**src/rtl/id_ex_pipeline_register.sv**
```systemverilog
// ID/EX pipeline register: captures decoded instruction state from ID, freezes on
// EX/MEM stalls, turns into a bubble on flushes, and snoops writeback while frozen.
module id_ex_pipeline_register (
  input  logic        clk,
  input  logic        rst_n,
  input  logic        ID_valid,
  input  logic [31:0] ID_pc,
  input  logic [6:0]  ID_opcode,
  input  logic [2:0]  ID_funct3,
  input  logic        ID_funct7b5,
  input  logic [4:0]  ID_rs1,
  input  logic [4:0]  ID_rs2,
  input  logic [4:0]  ID_rd,
  input  logic [31:0] ID_rs1_data,
  input  logic [31:0] ID_rs2_data,
  input  logic [31:0] ID_imm,
  input  logic        ID_regwrite,
  input  logic        ID_memread,
  input  logic        ID_memwrite,
  input  logic        ID_memtoreg,
  input  logic        ID_branch,
  input  logic        ID_alusrc,
  input  logic        EX_stall,
  input  logic        MEM_stall,
  input  logic        EX_flush,
  input  logic [4:0]  WB_rd,
  input  logic [31:0] WB_data,
  input  logic        WB_regwrite,
  output logic        ID_EX_valid,
  output logic [31:0] ID_EX_pc,
  output logic [31:0] ID_EX_imm,
  output logic [31:0] ID_EX_rs1_data,
  output logic [31:0] ID_EX_rs2_data,
  output logic [6:0]  ID_EX_opcode,
  output logic [2:0]  ID_EX_funct3,
  output logic        ID_EX_funct7b5,
  output logic [4:0]  ID_EX_rs1,
  output logic [4:0]  ID_EX_rs2,
  output logic [4:0]  ID_EX_rd,
  output logic        ID_EX_regwrite,
  output logic        ID_EX_memread,
  output logic        ID_EX_memwrite,
  output logic        ID_EX_memtoreg,
  output logic        ID_EX_branch,
  output logic        ID_EX_alusrc,
  output logic        ID_stall,
  output logic        flush_pending,
  output logic [15:0] bubble_count
);

  logic        valid_reg, valid_next;
  logic [31:0] pc_reg, pc_next;
  logic [31:0] imm_reg, imm_next;
  logic [6:0]  opcode_reg, opcode_next;
  logic [2:0]  funct3_reg, funct3_next;
  logic        funct7b5_reg, funct7b5_next;
  logic [4:0]  rd_reg, rd_next;
  logic [5:0]  ctrl_reg, ctrl_next;
  logic        flush_pending_reg, flush_pending_next;
  logic [15:0] bubble_count_reg, bubble_count_next;

  // Operand lanes: index 0 is rs1, index 1 is rs2
  logic [1:0][4:0]  rs_idx_reg, rs_idx_next;
  logic [1:0][31:0] rs_data_reg, rs_data_next;
  logic [1:0][4:0]  id_rs_idx;
  logic [1:0][31:0] id_rs_data;

  logic take_bubble;
  logic hold;
  logic load_id;
  logic load_real;
  logic loads_bubble;
  logic [5:0] id_ctrl;

  assign id_rs_idx[0]  = ID_rs1;
  assign id_rs_idx[1]  = ID_rs2;
  assign id_rs_data[0] = ID_rs1_data;
  assign id_rs_data[1] = ID_rs2_data;
  assign id_ctrl = {ID_regwrite, ID_memread, ID_memwrite, ID_memtoreg, ID_branch, ID_alusrc};

  // A pending flush is applied on the first unfrozen edge, ahead of any EX stall
  assign take_bubble  = !MEM_stall && (EX_flush || flush_pending_reg);
  assign hold         = MEM_stall || (!take_bubble && EX_stall);
  assign load_id      = !hold && !take_bubble;
  assign load_real    = load_id && ID_valid;
  assign loads_bubble = take_bubble || (load_id && !ID_valid);

  generate
    for (genvar gi = 0; gi < 2; gi++) begin : g_operand
      logic wb_hits_id;
      logic wb_hits_ex;

      // x0 never matches, so index-0 reads keep the register-file zero
      assign wb_hits_id = WB_regwrite && (WB_rd != 5'd0) && (WB_rd == id_rs_idx[gi]);
      assign wb_hits_ex = WB_regwrite && (WB_rd != 5'd0) && (WB_rd == rs_idx_reg[gi])
                          && valid_reg;

      assign rs_idx_next[gi] = hold      ? rs_idx_reg[gi] :
                               load_real ? id_rs_idx[gi]  : 5'd0;

      assign rs_data_next[gi] = hold      ? (wb_hits_ex ? WB_data : rs_data_reg[gi]) :
                                load_real ? (wb_hits_id ? WB_data : id_rs_data[gi]) :
                                            32'd0;
    end
  endgenerate

  always_comb begin
    valid_next    = valid_reg;
    pc_next       = pc_reg;
    imm_next      = imm_reg;
    opcode_next   = opcode_reg;
    funct3_next   = funct3_reg;
    funct7b5_next = funct7b5_reg;
    rd_next       = rd_reg;
    ctrl_next     = ctrl_reg;
    if (load_real) begin
      valid_next    = 1'b1;
      pc_next       = ID_pc;
      imm_next      = ID_imm;
      opcode_next   = ID_opcode;
      funct3_next   = ID_funct3;
      funct7b5_next = ID_funct7b5;
      rd_next       = ID_rd;
      ctrl_next     = id_ctrl;
    end else if (loads_bubble) begin
      valid_next    = 1'b0;
      pc_next       = 32'd0;
      imm_next      = 32'd0;
      opcode_next   = 7'd0;
      funct3_next   = 3'd0;
      funct7b5_next = 1'b0;
      rd_next       = 5'd0;
      ctrl_next     = 6'd0;
    end
  end

  always_comb begin
    flush_pending_next = 1'b0;
    if (MEM_stall) begin
      flush_pending_next = flush_pending_reg || EX_flush;
    end
    bubble_count_next = bubble_count_reg;
    if (loads_bubble && (bubble_count_reg != 16'hFFFF)) begin
      bubble_count_next = bubble_count_reg + 16'd1;
    end
  end

  always_ff @(posedge clk or negedge rst_n) begin
    if (!rst_n) begin
      valid_reg         <= 1'b0;
      pc_reg            <= 32'd0;
      imm_reg           <= 32'd0;
      opcode_reg        <= 7'd0;
      funct3_reg        <= 3'd0;
      funct7b5_reg      <= 1'b0;
      rd_reg            <= 5'd0;
      ctrl_reg          <= 6'd0;
      rs_idx_reg        <= '0;
      rs_data_reg       <= '0;
      flush_pending_reg <= 1'b0;
      bubble_count_reg  <= 16'd0;
    end else begin
      valid_reg         <= valid_next;
      pc_reg            <= pc_next;
      imm_reg           <= imm_next;
      opcode_reg        <= opcode_next;
      funct3_reg        <= funct3_next;
      funct7b5_reg      <= funct7b5_next;
      rd_reg            <= rd_next;
      ctrl_reg          <= ctrl_next;
      rs_idx_reg        <= rs_idx_next;
      rs_data_reg       <= rs_data_next;
      flush_pending_reg <= flush_pending_next;
      bubble_count_reg  <= bubble_count_next;
    end
  end

  // IF/ID must advance on a flush cycle so the killed instruction drains
  assign ID_stall = (EX_stall || MEM_stall) && !(EX_flush || flush_pending_reg);

  assign ID_EX_valid    = valid_reg;
  assign ID_EX_pc       = pc_reg;
  assign ID_EX_imm      = imm_reg;
  assign ID_EX_opcode   = opcode_reg;
  assign ID_EX_funct3   = funct3_reg;
  assign ID_EX_funct7b5 = funct7b5_reg;
  assign ID_EX_rd       = rd_reg;
  assign ID_EX_rs1      = rs_idx_reg[0];
  assign ID_EX_rs2      = rs_idx_reg[1];
  assign ID_EX_rs1_data = rs_data_reg[0];
  assign ID_EX_rs2_data = rs_data_reg[1];
  assign {ID_EX_regwrite, ID_EX_memread, ID_EX_memwrite,
          ID_EX_memtoreg, ID_EX_branch, ID_EX_alusrc} = ctrl_reg;
  assign flush_pending  = flush_pending_reg;
  assign bubble_count   = bubble_count_reg;

endmodule

```
**config.mk**
```make
export PLATFORM = sky130hd
export DESIGN_NAME = id_ex_pipeline_register
export DESIGN_NICKNAME = d
export VERILOG_FILES = /design/src/rtl/id_ex_pipeline_register.sv
export SDC_FILE = /design/constraint.sdc
export NUM_CORES = 1
export LEC_CHECK = 0
export CAP_MARGIN = 20
export CORE_MARGIN = 10
export CORE_UTILIZATION = 40
export CTS_CLUSTER_SIZE = 40
export DETAILED_ROUTE_END_ITERATION = 6
export HOLD_SLACK_MARGIN = 0.08
export PLACE_DENSITY = 0.8
export SYNTH_ARGS = -nofsm -noshare
export SYNTH_HDL_FRONTEND = slang
export SYNTH_SLANG_ARGS = --single-unit
```
**constraint.sdc**
```tcl
create_clock -name clk -period 3.9 [get_ports clk]
set_clock_uncertainty 0.05 [all_clocks]
set_input_delay 0.585 -clock clk [delete_from_list [all_inputs] [get_ports clk]]
set_output_delay 0.585 -clock clk [all_outputs]
set_load 0.05 [all_outputs]
```
# ---- Word-level counts from Yosys, hierarchy flattened
# Cells that the tools add are included.
dict set report totals {
  regBits 178
  in_bits 204
  elab_cells 72
}
dict set report op_classes {
  n_addsub 1
  n_eq_ne 7
  n_mux 25
  n_reduce_logical 25
}
# op n
set op_table {}
lappend op_table {{32-bit 2-to-1 mux} 11}
lappend op_table {{5-bit == test} 4}
lappend op_table {{5-bit 2-to-1 mux} 4}
lappend op_table {{16-bit by 1-bit adder with 16-bit output, second input constant} 1}
lappend op_table {{16-bit != test, second input constant} 1}
lappend op_table {{1-bit logical AND} 14}
lappend op_table {{7-bit 2-to-1 mux} 2}
lappend op_table {{6-bit 2-to-1 mux} 2}
lappend op_table {{3-bit 2-to-1 mux} 2}
lappend op_table {{1-bit zero test} 5}
lappend op_table {{5-bit nonzero test} 1}
lappend op_table {{1-bit logical OR} 4}
lappend op_table {{1-bit 2-to-1 mux} 4}
lappend op_table {{2-bit by 1-bit != test with 1-bit output, second input constant} 2}
lappend op_table {{2-bit nonzero test} 1}

# ---- Longest topological paths before layout
# Gate-level depths: netlist of run 1.
dict set report logic_depth {
  ltp_word 11
  depth_mapped 7
  ltp_nobuf 5
}

# ---- Worst setup path before layout of run 1
# OpenSTA, ideal clock, no wires.
dict set report synth_timing {
  path_kind {reg-to-output}
  start {register flush_pending_reg (netlist: flush_pending)}
  end {output port ID_stall}
  t_arrival_ps 1723
  path_slack_ps 1542
  path_stages_with_launch 2
  n_path_buf 0
  path_cell_list {dfrtp_1 > nor3_1}
}
dict set report synth_via {
  elab_chain_cells 3
}
# element line
set synth_lines {}
lappend synth_lines {{start, declared} 59} ;# logic flush_pending_reg, flush_pending_next;
lappend synth_lines {{start signal, assigned} 173} ;# flush_pending_reg <= flush_pending_next;
lappend synth_lines {{1-bit logical OR} 179} ;# assign ID_stall = (EX_stall || MEM_stall) && !(EX_flush || flush_pending_reg);
lappend synth_lines {{1-bit zero test} 179}
lappend synth_lines {{1-bit logical AND} 179}
lappend synth_lines {{end, declared} 46} ;# output logic ID_stall,
# Every way passes these cells.

# ---- Worst setup path in the final report of run 1
dict set report layout_timing {
  start {input port MEM_stall}
  end {output port ID_stall}
}
dict set report layout_via {
  elab_chain_cells 2
}
# element line
set layout_lines {}
lappend layout_lines {{start, declared} 24} ;# input logic MEM_stall,
lappend layout_lines {{1-bit logical OR} 179}
lappend layout_lines {{1-bit logical AND} 179}
# Every way passes these cells.

==> summary.md, run 1 <==
| Metric | Value |
|---|---|
| Die X | `157 µm` |
| Worst R2R Path Depth | `6` |
| MaxCap Viol Count | `0` |
| Crit-path max cell delay | `0.85 ns` |
| Leakage power | `5.13 nW` |
| Crit Reg-Reg Endpoint | `ID_EX_rs2_data[8]$_DFFE_PN0P_` |
| CTS tree | `done` |
| Element type at the critical path start | `primary input` |
| Share of cells above drive strength 1 | `roughly 5.5%` |
| Post-DP HPWL | `22.3 mm` |
| Starting Density | `40.5%` |
| Worst hold path class | `primary input to asynchronous set/reset pin` |
| Num Clock Sinks | `178` |
| Crit path DAT | `2.28 ns` |
| Clk_lat worst skew | `0.42 ns` |
| Number of H-tree levels | `4` |
| Crit share post-route | `approximately 75%` |
| Pin count of the biggest net entering global routing | `77` |
| RSZ-0062 raised after global routing | `no` |
| Drt initial violations | `around 440` |
| Overall routing resource usage | `23.5%` |
| Setup crit end kind | `primary output` |
| Post-CTS Resized | `0` |
| Mapped Area | `7540 µm²` |
| Slew @ Worst Pin | `0.717 ns` |
| Yosys warnings | `0` |
| Worst-path clk slew | `0.07 ns` |
| Postcts setup bufs | `0` |
| Share of the synthesized area in the top cell type | `59.0%` |
| Fin. Hold Viols | `0` |
| CTS Buffer Depth | `2` |
| Critical path type | `primary input to primary output` |
| Final slew viol count | `0` |
| Most frequent cells in the layout | `clkdlybuf4s50_1, dfrtp_1, a21oi_1` |
| DRT Pass-1 Iters | `5` |
| Pwr Total | `0.00546 W` |
| Critical-path cell list | `clkdlybuf4s50_1, nor2_1, nor3_1, clkdlybuf4s50_1` |
| Setup TNS | `0 ns` |
| CTS Root Cell | `clkbuf_16` |
| Cell Rows | `50` |
| I/O pin count | `383` |
| Vias in the first global route | `7508` |
| DIE AREA | `24800 µm²` |
| Worst path required time | `between 3 and 4 ns` |
| Grt total ovfl | `0` |
| Max-slew headroom at the worst pin | `52.2%` |
| Area contributors post-synth | `dfrtp_1, a22o_1, a21oi_1` |
| Peak supply drop | `approximately 0.37 mV` |
| Net Count, Synth | `893` |
| Post-DRT Antenna Nets | `0` |
| R2R Path Start | `flush_pending$_DFF_PN0_` |
| Post-DR wirelength/cell | `around 23 µm` |
| Vias per inst | `5.42` |
| Status | `finished, final reports clean` |
| GPL Wtd Cong | `0.856` |
| Mapped Cells | `roughly 690` |
| Fmax | `approximately 0.34 GHz` |
| Count of cell types in the netlist | `33` |
| Most numerous cell on the critical path | `clkdlybuf4s50_1` |
| Final WL | `30.0 mm` |
| Vias | `7011` |
| # DRC | `0` |
| Crit path max-delay cell type | `clkdlybuf4s50_1` |
| Die Y | `157 µm` |
| Min Hold Slack | `a little under 0.1 ns` |
| Seq/Total Area, Yosys | `59.0%` |
| PortBufs | `382` |
| Yosys reg bits | `178` |
| Largest area contributor in the netlist | `dfrtp_1` |
| Final #Nets | `between 1k and 1.5k` |
| Pwr Density | `450 nW/µm²` |
| Initial antenna violation count | `3` |
| Synth-to-Final Area Change | `60.8%` |
| Synthesized area per cell | `11.0 µm²` |
| Commonest non-fill, non-tap cell in the layout | `clkdlybuf4s50_1` |
| Global-route wire length before repair | `about 45 mm` |
| Endpoints failing setup | `0` |
| Max FO, Critical Path | `6` |
| Period minus WS final | `2.92 ns` |
| Post-CTS Hold Buffers | `0` |
| Fillcell total | `1462` |
| Reg2Reg Setup Slack | `1.54 ns` |
| Inserted Clock Buffers | `17` |
| Core outline area | `18600 µm²` |
==> per-stage QoR <==
stage / util, % / std cells / worst slack (ns) / area (µm²)
global placement: 61.8 / 1259 / 0.930 / 11500
floorplan: - / 688 / 1.54 / 7540
detailed placement: 61.8 / 1259 / 0.922 / 11500
finish: 65.1 / 1293 / 0.980 / 12100
global route: 65.1 / 1293 / 0.901 / 12100
CTS: 65.0 / 1290 / 0.972 / 12100
==> cell families (layout without fill, tap and decap cells) <==
family	count (synthesis)	in the layout	share of synthesized area [%]
mux	2	2	0.298
flops	178	178	59.0
simple gates	112	112	6.68
compound gates	303	303	26.1
xor+xnor	33	33	3.83
buf+inv	59	427	3.91
fa+ha+maj	1	1	0.166
other cells	0	3	0
==> layout make-up <==
class	count	area (µm²)	share of cell area, %
Timing Repair Buffer	396	3960	32.6
Tap cell	234	293	2.41
Multi-Input combinational cell	451	2820	23.2
Antenna cell	3	7.51	0.0619
Clock inverter	13	175	1.44
Sequential cell	178	4450	36.7
Clock buffer	18	429	3.54
==> cells in the mapped netlist <==
cell type  count
a211oi_1       1
a21o_1         1
a21oi_1      130
a22o_1        96
a41o_1         2
a41oi_4        2
and3_1         7
and4_1         3
buf_1          1
buf_2         17
buf_6          7
clkbuf_1      34
dfrtp_1      178
ha_1           1
mux2_2         2
nand2_1       10
nand3_1        5
nand4_1        6
nor2_1        70
nor2b_1        1
nor3_1         4
nor4_1         2
nor4b_1        1
o2111ai_1      1
o21a_1         2
o21a_4         1
o21ai_0       64
o21ai_2        1
o31a_1         2
or2_2          2
or4_4          1
xnor2_1       15
xor2_1        18
==> worst max-delay path by stage <==
stage	startpoint	end	slack (ns)	cells past startpoint
2_1_floorplan	flush_pending$_DFF_PN0_	ID_stall	1.54	1
3_3_place_gp	MEM_stall	ID_stall	0.93	4
3_5_place_dp	EX_flush	ID_EX_rs2_data[8]$_DFFE_PN0P_	0.92	7
4_1_cts	MEM_stall	ID_stall	0.97	4
5_1_grt	MEM_stall	ID_stall	0.90	4
6_report	MEM_stall	ID_stall	0.98	4
==> critical path, delay by kind of cell <==
kind / cells / cell delay, ns
buffers and inverters: 2 / 1.42
and+or+nand+nor: 2 / 0.27
==> where the power goes <==
group | switching [W] | internal, W | leakage (nW)
combinational | 0.000959 | 0.000591 | 2.53
sequential | 0.000118 | 0.00200 | 2.30
clock | 0.000766 | 0.00102 | 0.290
==> per-layer routing <==
layer	routed length [µm]	share of wire, %	track usage (%)	vias up
met2	14900	50	38.9	330
met3	2720	9.1	8.32	61
li1	-	-	-	3218
met5	0	0	0	-
met1	11300	38	26.8	3402
met4	1070	3.6	10.6	0
No activity file was read; power rests on OpenSTA's default activity.
==> inputs of run 2 (changes only) <==
clock period = 2.88 ns   (was 3.9 ns; I/O delays follow)
==> run 2 against run 1 <==
Against the previous run:
- worst hold slack better by 0.35 ns
- global-route usage decreased by 0.18 points
- highest routed layer is now met5
- largest cell class unchanged
- clock power rose by 33%
- critical endpoint is now ID_EX_rs2_data[13]$_DFFE_PN0P_
- critical path type is now primary input to flop
==> summary.md, run 2 (synthesis results as in run 1) <==
| Metric | Value |
|---|---|
| Status | `finished, final reports clean (unchanged)` |
| Peak supply drop | `0.511 mV (was 0.370 mV)` |
| Overall routing resource usage | `23.3% (was 23.5%)` |
| Crit share post-route | `85.1%` |
| Vias | `7015 (was 7011)` |
| Slew @ Worst Pin | `0.790 ns (was 0.717 ns)` |
| Max FO, Critical Path | `22 (was 6)` |
| Setup crit end kind | `flop (was primary output)` |
| PortBufs | `382 (unchanged)` |
| Pin count of the biggest net entering global routing | `73 (was 77)` |
| Hold Startpoint | `bubble_count[8]$_DFFE_PN0P_` |
| CTS Root Cell | `clkbuf_16 (unchanged)` |
| Starting Density | `40.5% (unchanged)` |
| Crit-path max cell delay | `0.76 ns (was 0.85 ns)` |
| Fin. Hold Viols | `0 (unchanged)` |
| Critical-path cell list | `clkdlybuf4s50_1, nor2_1, nand3_1, nor4_2, buf_4, o21ai_0, a21oi_1 (was clkdlybuf4s50_1, nor2_1, nor3_1, clkdlybuf4s50_1)` |
| Core outline area | `18600 µm² (unchanged)` |
| Crit path max-delay cell type | `nor4_2 (was clkdlybuf4s50_1)` |
| CP delay by family, top | `simple AND/OR/NAND/NOR gates (was buffers and inverters)` |
| Period minus WS final | `2.45 ns` |
| Crit Reg-Reg Endpoint | `ID_EX_rs2_data[13]$_DFFE_PN0P_ (was ID_EX_rs2_data[8]$_DFFE_PN0P_)` |
| DIE AREA | `24800 µm² (unchanged)` |
| Crit path from | `EX_stall (was MEM_stall)` |
| Synth-to-Final Area Change | `63.3% (was 60.8%)` |
| Fmax | `0.408 GHz` |
| Worst-path clk slew | `0.07 ns (about the same)` |
| Pwr Total | `0.00738 W (was 0.00546 W)` |
| DRT Pass-1 Iters | `5 (unchanged)` |
| MaxCap Viol Count | `0 (unchanged)` |
| Critical path type | `primary input to flop (was primary input to primary output)` |
| Element type at the critical path start | `primary input (unchanged)` |
| Grt total ovfl | `0 (unchanged)` |
| Worst path required time | `3.16 ns (was 3.26 ns)` |
| Global-route wire length before repair | `44.4 mm (was 44.8 mm)` |
| # placed instances | `1272 (was 1259)` |
| Final #Nets | `1263 (was 1249)` |
| Initial antenna violation count | `2 (was 3)` |
| Worst R2R Path Depth | `6 (unchanged)` |
| Crit path DAT | `2.73 ns (was 2.28 ns)` |
| Vias per inst | `5.37 (was 5.42)` |
| Commonest non-fill, non-tap cell in the layout | `clkdlybuf4s50_1 (unchanged)` |
| Non-Filler Instances | `1306 (was 1293)` |
| Critical Path Sink | `ID_EX_rs2_data[13]$_DFFE_PN0P_ (was ID_stall)` |
| Fin worst setup slack | `0.430 ns (was 0.980 ns)` |
| CTS tree | `done (unchanged)` |
| Reg2Reg Setup Slack | `0.55 ns (was 1.54 ns)` |
| Fillcell total | `1474 (was 1462)` |
| GPL Wtd Cong | `0.894 (was 0.856)` |
| Place WS | `-0.0325 ns (was 0.922 ns)` |
| Clk_lat worst skew | `0.42 ns (about the same)` |
| Max-slew headroom at the worst pin | `46.9% (was 52.2%)` |
| Share of cells above drive strength 1 | `6.91% (was 5.49%)` |
| Most frequent cells in the layout | `clkdlybuf4s50_1, dfrtp_1, a21oi_1 (unchanged)` |
| Drt initial violations | `414 (was 438)` |
| R2R Path Start | `flush_pending$_DFF_PN0_ (unchanged)` |
| Worst hold path class | `flop to flop (was primary input to asynchronous set/reset pin)` |
| Num Clock Sinks | `178 (unchanged)` |
| Post-DRT Antenna Nets | `0 (unchanged)` |
| Final slew viol count | `0 (unchanged)` |
| I/O pin count | `383 (unchanged)` |
| Die Y | `157 µm (unchanged)` |
| Pwr Density | `599 nW/µm² (was 450 nW/µm²)` |
| CTS Buffer Depth | `2 (unchanged)` |
| Bufs and invs on worst path | `2 (unchanged)` |
| Endpoints failing setup | `0 (unchanged)` |
| Vias in the first global route | `7389 (was 7508)` |
| Leakage power | `5.23 nW (was 5.13 nW)` |
| Postcts setup bufs | `0 (unchanged)` |
| Post-DP HPWL | `22.3 mm (about the same)` |
| Die X | `157 µm (unchanged)` |
| Utilization after layout | `66.1% (was 65.1%)` |
| WP depth | `7 (was 4)` |
| # DRC | `0 (unchanged)` |
| Number of H-tree levels | `4 (unchanged)` |
| RSZ-0062 raised after global routing | `no (unchanged)` |
| Cell Rows | `50 (unchanged)` |
| Post-DR wirelength/cell | `22.7 µm (was 23.2 µm)` |
| Final WL | `29.6 mm (was 30.0 mm)` |
| Inserted Clock Buffers | `17 (unchanged)` |
-- run 2: layout make-up --
type,instances,area (µm²),area share [%]
clock inverter,15,168,1.36
timing repair buffer,410,4160,33.8
tap,234,293,2.38
clock buffer,17,425,3.45
sequential,178,4450,36.1
antenna,1,2.50,0.0203
multi-input combinational,451,2820,22.9
-- run 2: repair_timing --
item	4_1_cts	5_1_grt
hold buffers	1	0
hold endpoints to repair	66	0
gates resized for setup	0	0
-- run 2: power by group --
part           internal (W)  switching [W]
Combinational      0.000827        0.00130
Sequential          0.00271       0.000158
Clock               0.00131        0.00107
Total               0.00485        0.00253
-- run 2: stage by stage --
stage                     hold WS (ns)  area (µm²)  TNS, ns
after floorplan                 0.0864        7540        0
after global placement           0.433       11700        0
after detailed placement         0.437       11700  -0.0543
after CTS                        0.459       12300        0
after global routing             0.466       12300        0
final                            0.449       12300        0
-- run 2: how the worst min path moves through the flow --
stage | cells after the start | end | slack (ns)
2_1_floorplan | 0 | ID_EX_funct3[0]$_DFFE_PN0P_ | 0.09
3_3_place_gp | 1 | ID_EX_funct7b5$_DFFE_PN0P_ | 0.43
3_5_place_dp | 1 | ID_EX_funct7b5$_DFFE_PN0P_ | 0.44
4_1_cts | 1 | bubble_count[5]$_DFFE_PN0P_ | 0.46
5_1_grt | 1 | ID_EX_imm[3]$_DFFE_PN0P_ | 0.47
6_report | 1 | bubble_count[8]$_DFFE_PN0P_ | 0.45
-- run 2: per-layer routing --
| layer | GRT usage [%] | up-vias | wire, µm |
|---|---|---|---|
| li1 | - | 3243 | - |
| met1 | 27.1 | 3416 | 11300 |
| met2 | 39.3 | 316 | 14900 |
| met3 | 8.22 | 38 | 2850 |
| met4 | 7.93 | 2 | 653 |
| met5 | 0 | - | 9 |
==> inputs of run 3 (changes only) <==
CORE_ASPECT_RATIO = 0.5   (was not set)
==> run 3 against run 2 <==
Against the previous run:
- critical path depth fell by 6
- clock-buffer cell count rose by 1
- final cell count rose by 1.5%
- worst hold slack worse by 0.0019 ns
- clock power hardly changed
- sequential power about the same
- via count grew 0.98%
- critical path type is now flop to primary output
==> summary.md, run 3 (synthesis results as in run 1) <==
| Metric | Value |
|---|---|
| Post-DP HPWL | `23.0 mm (was 22.3 mm)` |
| Post-DR wirelength/cell | `22.9 µm (was 22.7 µm)` |
| Crit-path max cell delay | `0.92 ns (was 0.76 ns)` |
| MaxCap Viol Count | `0 (unchanged)` |
| Peak supply drop | `0.426 mV (was 0.511 mV)` |
| Setup crit end kind | `primary output (was flop)` |
| Postcts setup bufs | `0 (unchanged)` |
| Psw | `0.00255 W (was 0.00253 W)` |
| Period minus WS final | `2.33 ns (was 2.45 ns)` |
| Final #Nets | `1257 (was 1263)` |
| Max FO, Critical Path | `6 (was 22)` |
| Clk_lat worst skew | `0.42 ns (about the same)` |
| CTS Buffer Depth | `2 (unchanged)` |
| Starting Density | `40.9% (was 40.5%)` |
| I/O pin count | `383 (unchanged)` |
| Drt initial violations | `570 (was 414)` |
| Reg2Reg Setup Slack | `0.75 ns (was 0.55 ns)` |
| Seq pwr share | `38.7% (was 38.9%)` |
| Most frequent cells in the layout | `clkdlybuf4s50_1, dfrtp_1, a21oi_1 (unchanged)` |
| Overall routing resource usage | `23.4% (was 23.3%)` |
| Bufs and invs on worst path | `1 (was 2)` |
| Critical path type | `flop to primary output (was primary input to flop)` |
| Fmax | `0.429 GHz (was 0.408 GHz)` |
| Int Pwr | `0.00487 W (was 0.00485 W)` |
| Crit path max-delay cell type | `clkdlybuf4s50_1 (was nor4_2)` |
| Crit Reg-Reg Endpoint | `ID_EX_rs1_data[13]$_DFFE_PN0P_ (was ID_EX_rs2_data[13]$_DFFE_PN0P_)` |
| Slew @ Worst Pin | `0.695 ns (was 0.790 ns)` |
| Commonest non-fill, non-tap cell in the layout | `clkdlybuf4s50_1 (unchanged)` |
| Worst path required time | `2.40 ns (was 3.16 ns)` |
| Grt met3 use | `4.77% (was 8.22%)` |
| GPL Wtd Cong | `0.891 (was 0.894)` |
| Vias | `7084 (was 7015)` |
| Max-slew headroom at the worst pin | `53.7% (was 46.9%)` |
| Final slew viol count | `0 (unchanged)` |
| Post-CTS Hold Buffers | `1 (unchanged)` |
| Worst Hold End | `bubble_count[8]$_DFFE_PN0P_ (unchanged)` |
| Cell Rows | `35 (was 50)` |
| Number of H-tree levels | `4 (unchanged)` |
| Num Clock Sinks | `178 (unchanged)` |
| Post-DRT Antenna Nets | `0 (unchanged)` |
| Dpl cell area | `11700 µm² (about the same)` |
| Switch share | `34.4% (was 34.3%)` |
| Share of cells above drive strength 1 | `6.38% (was 6.91%)` |
| PortBufs | `382 (unchanged)` |
| Inserted Clock Buffers | `17 (unchanged)` |
| Synth-to-Final Area Change | `63.7% (was 63.3%)` |
| Vias in the first global route | `7461 (was 7389)` |
| Design Area, Final | `12300 µm² (about the same)` |
| Worst hold path class | `flop to flop (unchanged)` |
| Grt peak-use layer | `met2 (unchanged)` |
| Grt total ovfl | `0 (unchanged)` |
| Hold Startpoint | `bubble_count[8]$_DFFE_PN0P_ (unchanged)` |
| Vias per inst | `5.34 (was 5.37)` |
| RSZ-0062 raised after global routing | `no (unchanged)` |
| Critical-path cell list | `clkdlybuf4s50_1 (was clkdlybuf4s50_1, nor2_1, nand3_1, nor4_2, buf_4, o21ai_0, a21oi_1)` |
| R2R Path Start | `flush_pending$_DFF_PN0_ (unchanged)` |
| Status | `finished, final reports clean (unchanged)` |
| Place WS | `0.247 ns (was -0.0325 ns)` |
| Element type at the critical path start | `flop (was primary input)` |
| Pwr Total | `0.00743 W (was 0.00738 W)` |
| Pin count of the biggest net entering global routing | `97 (was 73)` |
| Leakage power | `5.21 nW (was 5.23 nW)` |
| Fin. Hold Viols | `0 (unchanged)` |
| Initial antenna violation count | `0 (was 2)` |
| GR Layer Usage met1 | `27.4% (was 27.1%)` |
| CTS Root Cell | `clkbuf_16 (unchanged)` |
| Crit share post-route | `80.9% (was 85.1%)` |
| Logic gate share of total power | `28.9% (about the same)` |
| GR Layer Usage met2 | `42.2% (was 39.3%)` |
| # DRC | `0 (unchanged)` |
| Die Y | `117 µm (was 157 µm)` |
| Fin worst setup slack | `0.551 ns (was 0.430 ns)` |
| Core outline area | `18400 µm² (was 18600 µm²)` |
| Fillcell total | `1398 (was 1474)` |
| Final WL | `30.4 mm (was 29.6 mm)` |
| Die X | `214 µm (was 157 µm)` |
| Worst R2R Path Depth | `6 (unchanged)` |
| Setup TNS | `0 ns (unchanged)` |
| CTS tree | `done (unchanged)` |
| Cell depth of the worst hold path | `1 (unchanged)` |
| Global-route wire length before repair | `45.6 mm (was 44.4 mm)` |
| CP delay by family, top | `buffers and inverters (was simple AND/OR/NAND/NOR gates)` |
| Worst-path clk slew | `0.06 ns (was 0.07 ns)` |
| DRT Pass-1 Iters | `6 (was 5)` |
| DIE AREA | `25100 µm² (was 24800 µm²)` |
| Post-CTS Resized | `0 (unchanged)` |
| Pwr Density | `601 nW/µm² (was 599 nW/µm²)` |
| Endpoints failing setup | `0 (unchanged)` |
| Clock power share | `32.4% (was 32.2%)` |
| Crit path DAT | `1.85 ns (was 2.73 ns)` |
[run 3: cell count changes in the layout (fill, tap and decap cells not counted), sizes merged]
cell | previous run | this run
inv | 8 | 6
clkinv | 3 | 4
buf | 29 | 23
clkbuf | 17 | 18
diode | 1 | 2
[run 3: final cells by class]
class / count / area (µm²) / share of cell area [%]
Sequential cell: 178 / 4450 / 36.1
Antenna cell: 2 / 5.00 / 0.0405
Timing Repair Buffer: 404 / 4140 / 33.5
Tap cell: 259 / 324 / 2.62
Clock inverter: 14 / 169 / 1.37
Clock buffer: 18 / 439 / 3.56
Multi-Input combinational cell: 451 / 2820 / 22.8
[run 3: worst max-delay path by stage]
stage	from	endpoint	slack [ns]	cells after the start
floorplan	flush_pending$_DFF_PN0_	ID_stall	0.68	1
global placement	EX_flush	ID_EX_rs1_data[9]$_DFFE_PN0P_	0.32	7
detailed placement	EX_flush	ID_EX_rs1_data[13]$_DFFE_PN0P_	0.25	7
CTS	ID_EX_valid$_DFFE_PN0P_	ID_EX_valid	0.53	1
global route	ID_EX_valid$_DFFE_PN0P_	ID_EX_valid	0.47	1
finish	ID_EX_valid$_DFFE_PN0P_	ID_EX_valid	0.55	1
[run 3: metal layers]
metal	vias to the layer above	wire length, µm
li1	3232	-
met1	3525	11900
met2	278	16100
met3	49	1520
met4	0	837
met5	-	0
[run 3: power by group through the flow]
| stage | clock [W] | combinational, W | sequential, W |
|---|---|---|---|
| final | 0.00240 | 0.00214 | 0.00288 |
| after global routing | 0.00257 | 0.00225 | 0.00291 |
| after CTS | 0.00245 | 0.00216 | 0.00287 |
| after detailed placement | 0 | 0.00215 | 0.00292 |
| after global placement | 0 | 0.00212 | 0.00291 |
| after floorplan | 0 | 0.000410 | 0.00366 |
[run 3: stage by stage]
step / cells / hold slack (ns) / utilization (%)
floorplan: 688 / 0.0864 / -
global placement: 1291 / 0.434 / 63.6
detailed placement: 1291 / 0.440 / 63.6
CTS: 1324 / 0.454 / 66.9
global route: 1324 / 0.469 / 66.9
finish: 1326 / 0.447 / 67.0
